<file path="config.mk">
export PLATFORM = sky130hd
export DESIGN_NAME = inorder_commit_unit
export DESIGN_NICKNAME = d
export VERILOG_FILES = /design/src/rtl/inorder_commit_unit_pkg.sv /design/src/rtl/inorder_commit_unit_commit_window_scan.sv /design/src/rtl/inorder_commit_unit.sv
export SDC_FILE = /design/constraint.sdc
export NUM_CORES = 1
export LEC_CHECK = 0
export ABC_AREA = 1
export CAP_MARGIN = 20
export CORE_ASPECT_RATIO = 1.25
export CORE_MARGIN = 1.5
export CORE_UTILIZATION = 42
export CTS_CLUSTER_DIAMETER = 50
export CTS_CLUSTER_SIZE = 16
export DETAILED_ROUTE_END_ITERATION = 10
export GPL_TIMING_DRIVEN = 0
export MAX_ROUTING_LAYER = met4
export PLACE_DENSITY = 0.78
export SLEW_MARGIN = 20
export SYNTH_ARGS = -nofsm -noshare
export SYNTH_HDL_FRONTEND = slang
export SYNTH_SLANG_ARGS = --single-unit
</file>
<file path="constraint.sdc">
create_clock -name clk_i -period 2.9 [get_ports clk_i]
set_input_delay 0.725 -clock clk_i [delete_from_list [all_inputs] [get_ports clk_i]]
set_output_delay 0.725 -clock clk_i [all_outputs]
set_load 0.02 [all_outputs]
</file>
<file path="src/rtl/inorder_commit_unit_pkg.sv">
// ----------------------------------------------------------------------------
// inorder_commit_unit_pkg
// Shared types and sizing for the in-order commit unit.
//   NrVFU        number of VFU completion channels
//   InsnIDNum    in-flight instruction ID slots (power of 2, >= 2)
//   CommitWidth  maximum retirements per cycle (1..InsnIDNum)
//   insn_id_t    instruction ID, wraps naturally modulo InsnIDNum
//   insn_cnt_t   occupancy count, 0..InsnIDNum inclusive
//   commit_state_e  per-ID lifecycle state
// ----------------------------------------------------------------------------
package inorder_commit_unit_pkg;

    localparam int NrVFU       = 4;
    localparam int InsnIDNum   = 8;
    localparam int CommitWidth = 2;
    localparam int InsnIDW     = $clog2(InsnIDNum);

    typedef logic [InsnIDW-1:0] insn_id_t;
    typedef logic [InsnIDW:0]   insn_cnt_t;

    typedef enum logic [1:0] {
        FREE,
        PENDING,
        DONE,
        ILLEGAL
    } commit_state_e;

    // An entry may leave the window once it has finished, either normally or
    // because it was flagged illegal at issue.
    function automatic logic is_retirable(commit_state_e s);
        return (s == DONE) || (s == ILLEGAL);
    endfunction

endpackage

</file>
<file path="src/rtl/inorder_commit_unit_commit_window_scan.sv">
// ----------------------------------------------------------------------------
// inorder_commit_unit_commit_window_scan
// Purely combinational scan of the oldest CommitWidth entries (already
// rotated so that index 0 is the head).
//   win_state  in   entry states, head first
//   count      in   number of occupied entries
//   valid      out  contiguous retire mask starting at lane 0
//   illegal    out  lane holds an illegal instruction
// ----------------------------------------------------------------------------
module inorder_commit_unit_commit_window_scan
    import inorder_commit_unit_pkg::*;
(
    input  commit_state_e           win_state [CommitWidth],
    input  insn_cnt_t               count,
    output logic [CommitWidth-1:0]  valid,
    output logic [CommitWidth-1:0]  illegal
);

    always_comb begin
        logic run;
        run     = 1'b1;
        valid   = '0;
        illegal = '0;
        for (int j = 0; j < CommitWidth; j++) begin
            // A lane is valid only if it and every older lane can retire;
            // the first blocker stops the run so lanes stay contiguous.
            run        = run && is_retirable(win_state[j]) && (insn_cnt_t'(j) < count);
            valid[j]   = run;
            illegal[j] = (win_state[j] == ILLEGAL);
        end
    end

endmodule

</file>
<file path="src/rtl/inorder_commit_unit.sv">
// ----------------------------------------------------------------------------
// inorder_commit_unit
// In-order instruction ID allocator and multi-lane retire stage. IDs are
// handed out at the tail, any number of VFUs may complete in one cycle, and
// up to CommitWidth of the oldest finished instructions retire per cycle.
// Optional feature macro: RVV_COMMIT_PERF_EN (retire / stall counters).
//   clk_i, rst_ni                clock, asynchronous active-low reset
//   issue_valid_i/illegal_insn_i decoder issue and its illegal qualifier
//   alloc_id_o, full_o           next ID to allocate, no free ID
//   vfu_done_i/_id_i/_gnt_o      per-VFU completions, always accepted
//   insn_can_commit_i/_id_i      set a bit of the can-commit bitmap
//   insn_can_commit_o            registered can-commit bitmap
//   commit_valid_o/_id_o/_illegal_o  retire lanes, lane j = head+j
//   commit_ready_i               consumer takes all valid lanes
//   perf_retired_o/perf_stall_o  performance counters (zero when disabled)
// ----------------------------------------------------------------------------
module inorder_commit_unit
    import inorder_commit_unit_pkg::*;
(
    input  logic                            clk_i,
    input  logic                            rst_ni,
    input  logic                            issue_valid_i,
    input  logic                            illegal_insn_i,
    output logic [InsnIDW-1:0]              alloc_id_o,
    output logic                            full_o,
    input  logic [NrVFU-1:0]                vfu_done_i,
    input  logic [NrVFU*InsnIDW-1:0]        vfu_done_id_i,
    output logic [NrVFU-1:0]                vfu_done_gnt_o,
    input  logic                            insn_can_commit_i,
    input  logic [InsnIDW-1:0]              insn_can_commit_id_i,
    output logic [InsnIDNum-1:0]            insn_can_commit_o,
    output logic [CommitWidth-1:0]          commit_valid_o,
    output logic [CommitWidth*InsnIDW-1:0]  commit_id_o,
    output logic [CommitWidth-1:0]          commit_illegal_o,
    input  logic                            commit_ready_i,
    output logic [31:0]                     perf_retired_o,
    output logic [31:0]                     perf_stall_o
);

    commit_state_e          state_q [InsnIDNum];
    insn_id_t               head_q;
    insn_id_t               tail_q;
    insn_cnt_t              count_q;
    logic [InsnIDNum-1:0]   bitmap_q;

    commit_state_e          win_state [CommitWidth];
    logic [CommitWidth-1:0] lane_valid;
    logic [CommitWidth-1:0] retire;
    insn_cnt_t              n_retire;
    logic                   full;
    logic                   issue;

    // Full is taken from the registered count, so a slot freed this cycle
    // only becomes allocatable next cycle.
    assign full           = (count_q == insn_cnt_t'(InsnIDNum));
    assign issue          = issue_valid_i && !full;
    assign full_o         = full;
    assign alloc_id_o     = tail_q;
    assign vfu_done_gnt_o = vfu_done_i;
    assign insn_can_commit_o = bitmap_q;

    always_comb begin
        for (int j = 0; j < CommitWidth; j++) begin
            win_state[j] = state_q[head_q + insn_id_t'(j)];
        end
    end

    inorder_commit_unit_commit_window_scan u_scan (
        .win_state (win_state),
        .count     (count_q),
        .valid     (lane_valid),
        .illegal   (commit_illegal_o)
    );

    assign commit_valid_o = lane_valid;
    assign retire         = lane_valid & {CommitWidth{commit_ready_i}};

    for (genvar j = 0; j < CommitWidth; j++) begin : g_commit_id
        assign commit_id_o[j*InsnIDW +: InsnIDW] = head_q + insn_id_t'(j);
    end

    always_comb begin
        n_retire = '0;
        for (int j = 0; j < CommitWidth; j++) begin
            n_retire = n_retire + insn_cnt_t'(retire[j]);
        end
    end

    always_ff @(posedge clk_i or negedge rst_ni) begin
        if (!rst_ni) begin
            for (int i = 0; i < InsnIDNum; i++) begin
                state_q[i] <= FREE;
            end
            head_q   <= '0;
            tail_q   <= '0;
            count_q  <= '0;
            bitmap_q <= '0;
        end else begin
            for (int k = 0; k < NrVFU; k++) begin
                if (vfu_done_i[k]) begin
                    state_q[vfu_done_id_i[k*InsnIDW +: InsnIDW]] <= DONE;
                end
            end
            // Bitmap set first so that a same-cycle retire or issue clear wins.
            if (insn_can_commit_i) begin
                bitmap_q[insn_can_commit_id_i] <= 1'b1;
            end
            for (int j = 0; j < CommitWidth; j++) begin
                if (retire[j]) begin
                    state_q[head_q + insn_id_t'(j)]  <= FREE;
                    bitmap_q[head_q + insn_id_t'(j)] <= 1'b0;
                end
            end
            // The tail slot is FREE and outside the retire window, so no
            // other update in this block can target it legitimately.
            if (issue) begin
                state_q[tail_q]  <= illegal_insn_i ? ILLEGAL : PENDING;
                bitmap_q[tail_q] <= 1'b0;
            end
            head_q  <= head_q + insn_id_t'(n_retire);
            tail_q  <= tail_q + insn_id_t'(issue);
            count_q <= count_q + insn_cnt_t'(issue) - n_retire;
        end
    end

`ifdef RVV_COMMIT_PERF_EN
    logic [31:0] perf_retired_q;
    logic [31:0] perf_stall_q;

    always_ff @(posedge clk_i or negedge rst_ni) begin
        if (!rst_ni) begin
            perf_retired_q <= '0;
            perf_stall_q   <= '0;
        end else begin
            perf_retired_q <= perf_retired_q + 32'(n_retire);
            if ((count_q != '0) && !lane_valid[0]) begin
                perf_stall_q <= perf_stall_q + 32'd1;
            end
        end
    end

    assign perf_retired_o = perf_retired_q;
    assign perf_stall_o   = perf_stall_q;
`else
    assign perf_retired_o = '0;
    assign perf_stall_o   = '0;
`endif

    // Protocol checks on upstream behaviour.
    a_issue_when_full : assert property (@(posedge clk_i) disable iff (!rst_ni)
        !(issue_valid_i && full))
        else $error("issue asserted while full");

    for (genvar k = 0; k < NrVFU; k++) begin : g_done_chk
        a_done_pending : assert property (@(posedge clk_i) disable iff (!rst_ni)
            vfu_done_i[k] |-> (state_q[vfu_done_id_i[k*InsnIDW +: InsnIDW]] == PENDING))
            else $error("completion to non-pending ID on VFU %0d", k);
    end

endmodule

</file>
==> reports/results.ini <==
[layout]
num_antenna_cells=0
multi_input_gate_area_in_the_final_layout_mm2=0.00190
fillerInstances=751
most_frequent_cells_in_the_layout=sky130_fd_sc_hd__nand2_1, sky130_fd_sc_hd__inv_1, sky130_fd_sc_hd__buf_4
final_nets=706
layout.cells.most_common=sky130_fd_sc_hd__nand2_1
area.growth.synth_to_final_pct=30.9
layout-drive-gt1-share_pct=17.7
post-route-cell-area_mm2=0.00444
layout.area.seq_um2=853

[sta]
period_share_pct=95.7
clock_skew_ns=0.00932
setup_slack_ns=0.125
report.final.slew_viol_count=0
maxClockFrequency_ghz=0.360
finalSetupViolations=0
final_layout_worst_hold_slack_ns=0.262
setup_repair_after_global_routing_missed_its_margin=no
fin_tns_setup_ns=0
finalHoldViolations=0
post-route-min-period_ns=2.78

[power_and_ir_drop]
ir_worst_vdd_mv=0.656
p_per_area_mw_per_mm2=971
leakage_uw=0.00269
power.total_uw=4310

[setup_path]
worst_ep_arrival_time_ns=2.05
timing.critical_path.slowest_cell_delay_ns=0.43
start_kind=register
gate_family_responsible_for_the_most_delay_along_the_worst_path=buffers and inverters
timing.critical_path.cells=buf_4 -> nor2_4 -> nand3_1 -> nand2_1 -> nor2_1 -> nand2_2 -> buf_4 -> nand2_1 -> inv_1 -> dlygate4sd2_1
critical_path.max_fanout=10
cp.buffers_inverters=4
critPathSlowestCell=sky130_fd_sc_hd__dfrtp_1
cp.required_ns=2.17
timing.setup.critical_path_class=register to output port
crit_path_end_kind=output port

[job]
count_of_max_cap_constraint_violations=0

[logic_synthesis]
syn-mean-instance-area_um2=6.26
synth.ff_latch_count=34
synth_cells=542
async_flop_share_pct=100
mappedNetlistArea_mm2=0.00339
yosysSeqAreaShare_pct=25.1
yosysWarnings=0
ys_types=31
synth_edf_count=0
synthFlopType=sky130_fd_sc_hd__dfrtp_1

[placed_design]
post_dp_cell_area_mm2=0.00427
post_dp_hpwl_um=7180
portBuffers=49
detailedPlace.worstSlack_ns=-0.251
place.gp.congestion=0.930

[detailed_routing]
via_count=3334
detail_route.wirelength_um=8550
drt_iter0_markers=146
post_drt_wl_per_cell_um=11.2
detail-route-antenna-nets=0
remaining_drc_errors=0
first_pass_iters=5
vias_per_cell=4.37

[clocking]
cts_tree=built
cts.htree.levels=2
cts_hold_buf=0
clkSlewWorstSetupHoldPaths_ns=0.08
insertion_delay_ns=0.28
cts-root-buf=sky130_fd_sc_hd__clkbuf_8
clock-sinks=34
clk_path_buf_depth=2
cts_made_buffers=5

[grt]
grt_use_total_pct=20.9
wire_length_of_the_first_global_routing_pass_um=14100
grt_antenna_before_repair=0
overflow=0
grt_start_max_net_pins=30
grt_pass1_vias=3080

[floorplan]
die_width_um=83.4
placementRows=36
die_area_mm2=0.00862
floorplan.initialDensity_pct=43.5
floorplan.io_pins=115
core_area_mm2=0.00779
die_y_extent_um=103

[min_path]
timing.hold.worst.class=primary input to async pin

[status]
outcome=finished clean

power breakdown:
| part | switching [uW] | internal, uW | leakage (uW) |
|---|---|---|---|
| combinational | 1840 | 1210 | 0.00224 |
| sequential | 181 | 711 | 0.000403 |
| clock | 174 | 191 | 0.0000472 |
flip-flops by register name (all words and copies together), names as in the netlist:
signal	count
state_q	16
count_q	4
insn_can_commit_o	8
alloc_id_o	3
head_q	3
metal layers:
layer | GRT usage, % | routed length (um) | vias up | part of all wire, %
met4 | 11.9 | 384 | 0 | 4.5
met3 | 4.05 | 756 | 20 | 8.8
met1 | 22.7 | 3410 | 1394 | 40
li1 | - | - | 1752 | -
met5 | - | 0 | - | 0
met2 | 36.3 | 4000 | 168 | 47
timing repair:
action | CTS | global route
endpoints found under the hold margin | 0 | 0
endpoints found under the setup margin | 7 | 6
gates resized for setup | 15 | 14
setup buffers | 2 | 3
pin swaps | 1 | 2
cells by family after synthesis:
logic type | Yosys count | synth area share (%)
other | 1 | 0.111
adders and majority gates | 14 | 5.61
DFF | 34 | 25.1
AOI/OAI and AO/OA | 21 | 3.95
buffers and inverters | 177 | 27.5
xor gates and xnor gates | 4 | 1.03
and+or+nand+nor | 291 | 36.7
area by class of cell:
| type | instances | area share (%) |
|---|---|---|
| clock inverter | 2 | 0.282 |
| tap | 95 | 2.68 |
| sequential | 34 | 19.2 |
| multi-input combinational | 394 | 42.9 |
| timing repair buffer | 55 | 11.9 |
| inverter | 100 | 8.54 |
| clock buffer | 6 | 1.86 |
| buffer | 77 | 12.6 |
synth_stat cells, types with 3 or more instances:
library cell	n	share of area, %
sky130_fd_sc_hd__o21bai_1	8	1.8
sky130_fd_sc_hd__buf_4	71	16
sky130_fd_sc_hd__o21ai_0	5	0.74
sky130_fd_sc_hd__nor2_1	72	8.0
sky130_fd_sc_hd__nand3_1	24	3.5
sky130_fd_sc_hd__nor3_1	4	0.59
sky130_fd_sc_hd__nand4_1	21	3.9
sky130_fd_sc_hd__o22ai_1	3	0.55
sky130_fd_sc_hd__ha_1	12	4.4
sky130_fd_sc_hd__clkbuf_1	4	0.44
sky130_fd_sc_hd__nand2_2	10	1.8
sky130_fd_sc_hd__dfrtp_1	34	25
sky130_fd_sc_hd__inv_1	97	11
sky130_fd_sc_hd__nand2_1	155	17
final timing paths:
check,startpoint,end,slack [ns],cells past startpoint
max,head_q[1],commit_illegal_o[0],0.12,10
min,rst_ni,head_q[0],0.26,1
max reg2reg,head_q[0],count_q[2],0.16,16
min reg2reg,count_q[0],count_q[0],0.51,1
max in group asynchronous,rst_ni,insn_can_commit_o[3],2.25,2
min in group clk_i,count_q[0],count_q[0],0.51,1
metrics by stage:
| stage | std cells | utilization (%) |
|---|---|---|
| after CTS | 760 | 56.5 |
| final | 763 | 57.0 |
| after detailed placement | 750 | 54.8 |
| after floorplan | 605 | - |
| after global placement | 749 | 54.6 |
| after global routing | 763 | 57.0 |
(Power assumes the default switching activity.)
